===== src/rtl/uart_tx_feeder.sv =====
// Byte FIFO that feeds a UART transmitter through its tx_dv/tx_byte/tx_done handshake.
// A new start is only issued once the transmitter's two-cycle done pulse has fully ended.
module uart_tx_feeder #(
  parameter int unsigned DEPTH  = 16,
  parameter int unsigned ADDR_W = 4
) (
  input  logic            clk,
  input  logic            reset,
  input  logic            wr_valid,
  input  logic [7:0]      wr_data,
  output logic            wr_ready,
  input  logic            clr_overflow,
  output logic            tx_dv,
  output logic [7:0]      tx_byte,
  input  logic            tx_done,
  output logic [ADDR_W:0] fifo_count,
  output logic            busy,
  output logic            overflow
);

  localparam logic [ADDR_W:0] CountFull = (ADDR_W + 1)'(DEPTH);

  typedef enum logic [1:0] {
    StIdle,
    StSend,
    StWaitDone,
    StGap
  } state_e;

  state_e            state_q;
  logic [7:0]        mem [DEPTH];
  logic [ADDR_W-1:0] wr_ptr_q;
  logic [ADDR_W-1:0] rd_ptr_q;
  logic [ADDR_W:0]   count_q;
  logic              tx_dv_q;
  logic [7:0]        tx_byte_q;
  logic              overflow_q;
  logic              push;
  logic              pop;

  // No pass-through: a full FIFO refuses writes even on a pop cycle.
  assign wr_ready   = (count_q != CountFull);
  assign push       = wr_valid && wr_ready;
  assign pop        = (state_q == StIdle) && (count_q != '0);
  assign fifo_count = count_q;
  assign busy       = (state_q != StIdle) || (count_q != '0);
  assign overflow   = overflow_q;
  assign tx_dv      = tx_dv_q;
  assign tx_byte    = tx_byte_q;

  always_ff @(posedge clk) begin
    if (push) begin
      mem[wr_ptr_q] <= wr_data;
    end
  end

  always_ff @(posedge clk) begin
    if (reset) begin
      wr_ptr_q   <= '0;
      rd_ptr_q   <= '0;
      count_q    <= '0;
      overflow_q <= 1'b0;
    end else begin
      if (push) begin
        wr_ptr_q <= wr_ptr_q + ADDR_W'(1);
      end
      if (pop) begin
        rd_ptr_q <= rd_ptr_q + ADDR_W'(1);
      end
      case ({push, pop})
        2'b10:   count_q <= count_q + (ADDR_W + 1)'(1);
        2'b01:   count_q <= count_q - (ADDR_W + 1)'(1);
        default: count_q <= count_q;
      endcase
      // A rejected write wins over a simultaneous clear.
      if (wr_valid && !wr_ready) begin
        overflow_q <= 1'b1;
      end else if (clr_overflow) begin
        overflow_q <= 1'b0;
      end
    end
  end

  always_ff @(posedge clk) begin
    if (reset) begin
      state_q   <= StIdle;
      tx_dv_q   <= 1'b0;
      tx_byte_q <= 8'h00;
    end else begin
      case (state_q)
        StIdle: begin
          tx_dv_q <= 1'b0;
          if (pop) begin
            tx_byte_q <= mem[rd_ptr_q];
            tx_dv_q   <= 1'b1;
            state_q   <= StSend;
          end
        end
        StSend: begin
          tx_dv_q <= 1'b0;
          state_q <= StWaitDone;
        end
        StWaitDone: begin
          tx_dv_q <= 1'b0;
          if (tx_done) begin
            state_q <= StGap;
          end
        end
        StGap: begin
          tx_dv_q <= 1'b0;
          if (!tx_done) begin
            state_q <= StIdle;
          end
        end
        default: begin
          tx_dv_q <= 1'b0;
          state_q <= StIdle;
        end
      endcase
    end
  end

endmodule


===== config.mk =====
export PLATFORM = sky130hd
export DESIGN_NAME = uart_tx_feeder
export DESIGN_NICKNAME = d
export VERILOG_FILES = /design/src/rtl/uart_tx_feeder.sv
export SDC_FILE = /design/constraint.sdc
export NUM_CORES = 1
export LEC_CHECK = 0
export ABC_AREA = 1
export CELL_PAD_IN_SITES_DETAIL_PLACEMENT = 1
export CELL_PAD_IN_SITES_GLOBAL_PLACEMENT = 1
export CORE_MARGIN = 4
export CORE_UTILIZATION = 49
export CTS_BUF_LIST = sky130_fd_sc_hd__clkbuf_8
export DETAILED_ROUTE_END_ITERATION = 10
export PLACE_DENSITY = 0.9
export REMOVE_ABC_BUFFERS = 1
export SETUP_SLACK_MARGIN = 0.1
export SYNTH_ARGS = -nofsm -noshare
export SYNTH_HDL_FRONTEND = slang
export SYNTH_SLANG_ARGS = --single-unit

===== constraint.sdc =====
create_clock -name clk -period 2.8 [get_ports clk]
set_input_delay 0.42 -clock clk [delete_from_list [all_inputs] [get_ports clk]]
set_output_delay 0.42 -clock clk [all_outputs]
set_load 0.01 [all_outputs]

==> metrics.txt, run 1 <==
Yosys reg bits=153; I/O pin cnt=30; mux share of post-synthesis cell area=0%; Root Buffer=clkbuf_8; Setup-failing EPs final=0; simple-gate share of the synthesized area=23.2%; leak pwr=3.32 nW; Core Rows=42; crit path kind=reg -> reg; Die X=126 um; Slew Limit Fails=0; met1 usage=28.3%; Area Overhead vs Synth=13.4%; Post-Synthesis Cells=702; crit path time final=2.41 ns; Residual DRC=0; Clock Skew=0.00779 ns; compound-gate portion of the synthesized area=1.79%; largest family of logic cells by synthesized area=simple AND/OR/NAND/NOR gates; reg-to-reg slack, setup=0.39 ns; CP max FO=21; setup TNS=0 ns; Syn. warnings=0; CP arrival=2.82 ns; leading cell types in the layout, fill and taps excluded=nand2_1 (231), edfxtp_1 (128), inv_1 (96); gr ovfl total=0; Pre-antenna DRT Iters=7; fillers=1,533; layout cells sized above 1=8.60%; syn_area_per_cell=9.75 um^2; gpl congestion=0.823; Sw Pwr=0.00259 W; Hold Path Class=reg -> reg; GRT Util Overall=23.5%; Fin. Hold Viols=0; core area=0.0135 mm^2; clock-pin slew on the worst setup and hold paths=0.08 ns; largest cells by area after synthesis=edfxtp_1 (56%), nand2_1 (13%), dfxtp_1 (7.3%); Placed Instance Area=0.00734 mm^2; fmax=414 MHz; Final ANT Viol Nets=0; post_cts resized=0; clock network fraction of total power=25.5%; CP Capture Type=flip-flop; Vias/cell=5.33; largest net degree at the start of global routing=67; worst hold stages=2; post-synthesis xor/xnor area fraction=0.768%; # Post-CTS Setup Buffers=0; Reg2Reg Depth=15; # diodes=0; outcome=completed; library cells used by synthesis=29; Via Count=4,972; drt wl/cell=18.9 um; setup ws final=0.386 ns; Skew-Pair Late Insertion Delay=0.47 ns; total power=0.00703 W; first-pass GRT wire length=28,600 um; vias in the first global route=5,451; worst slack, placed=0.290 ns; GR peak layer=met2; TritonCTS buffer count=17; Worst Path Required=3.21 ns; Comb power frac=35.3%; RSZ-0062 raised after global routing=false; Hold Path End=overflow$_SDFFE_PP0P_; CP Launch Type=flip-flop; initial core utilization=50.9%; r2r startpoint=fifo_count[4]$_SDFFE_PP0P_; min-delay src=overflow$_SDFFE_PP0P_; Layout Cells excl Fill=932; Internal=0.00444 W; final instance area=0.00776 mm^2; Synth Cell Area=0.00684 mm^2; Initial DRC Count=394; commonest non-fill, non-tap cell in the layout=nand2_1; antenna violations before repair=0; area share of the largest cell type after synthesis=56.2%; largest area contributor in the netlist=edfxtp_1; period utilization=86.2%; full die area=0.0159 mm^2; # port buffers=29; Post-CTS Hold Buffers=0; worst-margin pin slew=0.793 ns; sequential share of power=39.2%; PD cells=906 mW/mm^2; TritonCTS clock tree=yes; adder-cell share of the synthesized area=2.38%; VDD IR max=687 uV; Post-Route WL=17,600 um; Rel. slew slack=46.9%; clock sink count=153; Die Ht=126 um; H-tree depth=4; Sw Ratio=36.9%; HPWL after detailed placement=11,500 um; met2 GRT Util=41.3%; max-cap violations=0; share of the yosys chip area belonging to registers=63.5%; Placed Cells=901; deepest clock path buffer count=2; Critical Path Start=fifo_count[4]$_SDFFE_PP0P_; Reg-to-Reg End=fifo_count[4]$_SDFFE_PP0P_; Final nets=770; met3 Resource Use GR=4.91%
-- worst max-delay path by stage --
stage,to,slack [ns],cells past startpoint
finish,fifo_count[4]$_SDFFE_PP0P_,0.39,15
global route,fifo_count[4]$_SDFFE_PP0P_,0.12,15
CTS,fifo_count[4]$_SDFFE_PP0P_,0.25,15
detailed placement,fifo_count[4]$_SDFFE_PP0P_,0.29,15
global placement,fifo_count[4]$_SDFFE_PP0P_,0.47,13
floorplan,tx_byte[0]$_SDFFE_PP0P_,0.07,9
-- sequential cells by signal (all words and copies together), names as in the netlist --
name,cells
overflow,1
state_q,2
wr_ptr_q,4
rd_ptr_q,4
tx_byte,8
fifo_count,5
tx_dv,1
mem,128
-- power by group through the flow --
stage | sequential (W) | clock (W) | combinational [W]
finish | 0.00276 | 0.00179 | 0.00248
CTS | 0.00276 | 0.00181 | 0.00249
detailed placement | 0.00281 | 0 | 0.00246
global route | 0.00278 | 0.00191 | 0.00281
floorplan | 0.00295 | 0 | 0.00136
global placement | 0.00279 | 0 | 0.00232
-- synthesized netlist by cell type --
master	n
ha_1	13
nand3_1	95
buf_6	5
xnor2_1	1
inv_2	3
o21a_1	1
clkbuf_1	2
nor3b_2	1
or2_2	2
buf_2	10
nor4_1	1
buf_1	2
nor2_2	1
clkinv_1	2
nand3b_1	1
inv_1	95
o21ai_0	8
xor2_1	5
dfxtp_1	25
nand2_4	1
edfxtp_1	128
nand4_2	2
a21oi_1	12
nand2_1	231
nor2_1	41
nand2_2	2
a21boi_0	1
buf_4	10
o21bai_1	1
-- layout make-up --
cell class,instances,area (um^2),share of cell area [%]
inverters,100,378,4.87
repair buffers,52,475,6.13
flip-flops and latches,153,4350,56.0
well taps,176,220,2.84
clock buffers,17,234,3.01
clock inverters,14,180,2.32
multi-input cells,420,1930,24.8
-- worst max-delay path, cell delays in order, from the launching register on --
cell and delay, ns:
dfxtp_1 0.44, inv_1 0.08, nand4_2 0.12, nand2_2 0.13, inv_4 0.21, ha_1 0.33, xor2_1 0.24, ha_1 0.18
inv_1 0.04, nand2_1 0.11, nand3_1 0.12, nand2_1 0.08, nand2_1 0.05, nand2_1 0.06, nand2_1 0.05, a21oi_1 0.10
-- per-stage QoR --
stage	utilization [%]	hold WS, ns
after floorplan	-	0.464
after global placement	54.6	0.451
after detailed placement	54.6	0.497
after CTS	57.7	0.510
after global routing	57.7	0.532
final	57.7	0.506
-- cell families (layout without fill, tap and decap cells) --
kind of cell	after synthesis	after routing
and+or+nand+nor	378	378
DFF	153	153
buffers and inverters	129	183
xor gates and xnor gates	6	6
adders and majority gates	13	13
AOI/OAI and AO/OA	23	23
-- per-layer routing --
| layer | part of all wire, % | wire, um |
|---|---|---|
| met5 | 0 | 0 |
| met2 | 52 | 9230 |
| met3 | 5.0 | 888 |
| met1 | 40 | 7100 |
| met4 | 2.3 | 399 |
Power figures use the tool's default switching activity.
==> run 2, diff against run 1 <==
- PLACE_DENSITY: 0.9 -> not set
- PLACE_DENSITY_LB_ADDON: not set -> 0.1
==> metrics.txt, run 2 (same netlist as run 1, synthesis figures left out) <==
Setup-failing EPs final=0; GRT Util Overall=22.2%; Core Rows=42; Slew Limit Fails=0; worst-margin pin slew=0.826 ns; drt wl/cell=18.4 um; register area=0.00435 mm^2; fillers=1,538; Initial DRC Count=338; full die area=0.0159 mm^2; setup TNS=0 ns; PD cells=882 mW/mm^2; outcome=completed; Largest register FFs=128; Crit-path slowest cell=clkdlybuf4s50_1; layout cells sized above 1=7.09%; largest net degree at the start of global routing=67; Reg with most FFs=mem; CP Capture Type=output pin; gr ovfl total=0; I/O pin cnt=30; Die X=126 um; antenna violations before repair=0; Pre-antenna DRT Iters=5; Worst Path Required=2.38 ns; initial core utilization=50.9%; # Post-CTS Setup Buffers=0; Reg2Reg Depth=15; TritonCTS clock tree=yes; Residual DRC=0; TritonCTS buffer count=17; clock-pin slew on the worst setup and hold paths=0.08 ns; Vias/cell=5.17; first-pass GRT wire length=26,900 um; CP arrival=1.96 ns; Final Util=56.8%; Root Buffer=clkbuf_8; Final ANT Viol Nets=0; Hold Path Class=reg -> reg; core area=0.0135 mm^2; Via Count=4,779; gpl congestion=0.822; deepest clock path buffer count=2; Final nets=762; H-tree depth=4; post_cts resized=0; worst hold stages=2; CP Launch Type=flip-flop; Rel. slew slack=44.7%; period utilization=84.8%; # port buffers=29; Placed Cells=893; worst path cell trace=nor2_2 > nand4_2 > or2_2 > clkdlybuf4s50_1; multi-input logic area=0.00193 mm^2; Slowest Stage Delay on Critical Path=0.48 ns; crit path kind=reg -> out; vias in the first global route=5,000; RSZ-0062 raised after global routing=false; Skew-Pair Late Insertion Delay=0.44 ns; # diodes=0; VDD IR max=543 uV; max-cap violations=0; Post-CTS Hold Buffers=0; leak pwr=3.26 nW; fmax=421 MHz; Die Ht=126 um; leading cell types in the layout, fill and taps excluded=nand2_1 (231), edfxtp_1 (128), inv_1 (97); clock sink count=153; Layout Cells excl Fill=924; CP max FO=5; Fin. Hold Viols=0; Area Overhead vs Synth=11.6%; HPWL after detailed placement=11,400 um; crit path time final=2.38 ns; commonest non-fill, non-tap cell in the layout=nand2_1; Clock Skew=0.00901 ns; Post-Route WL=17,000 um
-- run 2: worst max-delay path, delay by kind of cell (launching register included) --
family	cells	cell delay, ns
buffers and inverters	1	0.48
flip-flops	1	0.38
AND/OR/NAND/NOR	3	0.65
-- run 2: path summary, 6_finish.rpt --
path,start,to,slack [ns]
worst max-delay path,fifo_count[0]$_SDFFE_PP0P_,busy,0.42
worst min-delay path,overflow$_SDFFE_PP0P_,overflow$_SDFFE_PP0P_,0.47
worst max register to register,fifo_count[0]$_SDFFE_PP0P_,fifo_count[4]$_SDFFE_PP0P_,0.55
worst min register to register,overflow$_SDFFE_PP0P_,overflow$_SDFFE_PP0P_,0.47
-- run 2: layout make-up --
class / instances / area share [%]
Sequential cell: 153 / 56.9
Multi-Input combinational cell: 420 / 25.3
Clock buffer: 17 / 3.06
Tap cell: 176 / 2.88
Clock inverter: 14 / 1.52
Timing Repair Buffer: 44 / 5.44
Inverter: 100 / 4.92
-- run 2: stage by stage --
| step | setup WS (ns) | hold WS (ns) | total power, W | instance area, um^2 |
|---|---|---|---|---|
| final | 0.425 | 0.470 | 0.00673 | 7630 |
| after global routing | 0.292 | 0.521 | 0.00720 | 7630 |
| after CTS | 0.379 | 0.475 | 0.00680 | 7630 |
| after detailed placement | 0.402 | 0.464 | 0.00527 | 7280 |
| after global placement | 0.489 | 0.452 | 0.00515 | 7280 |
| after floorplan | 0.0728 | 0.464 | 0.00431 | 6650 |
-- run 2: per-layer routing --
layer / share of wire, % / GRT usage, % / up-vias
met1: 44 / 28.3 / 2357
li1: - / - / 2324
met3: 3.3 / 3.77 / 20
met2: 51 / 38.4 / 78
met4: 1.7 / 7.95 / 0
met5: 0 / 0 / -
-- run 2: power breakdown --
group	total [W]	internal, W	switching [W]	leakage, nW
Sequential	0.00275	0.00264	0.000112	1.36
Combinational	0.00246	0.000849	0.00161	1.71
Clock	0.00153	0.000759	0.000768	0.191
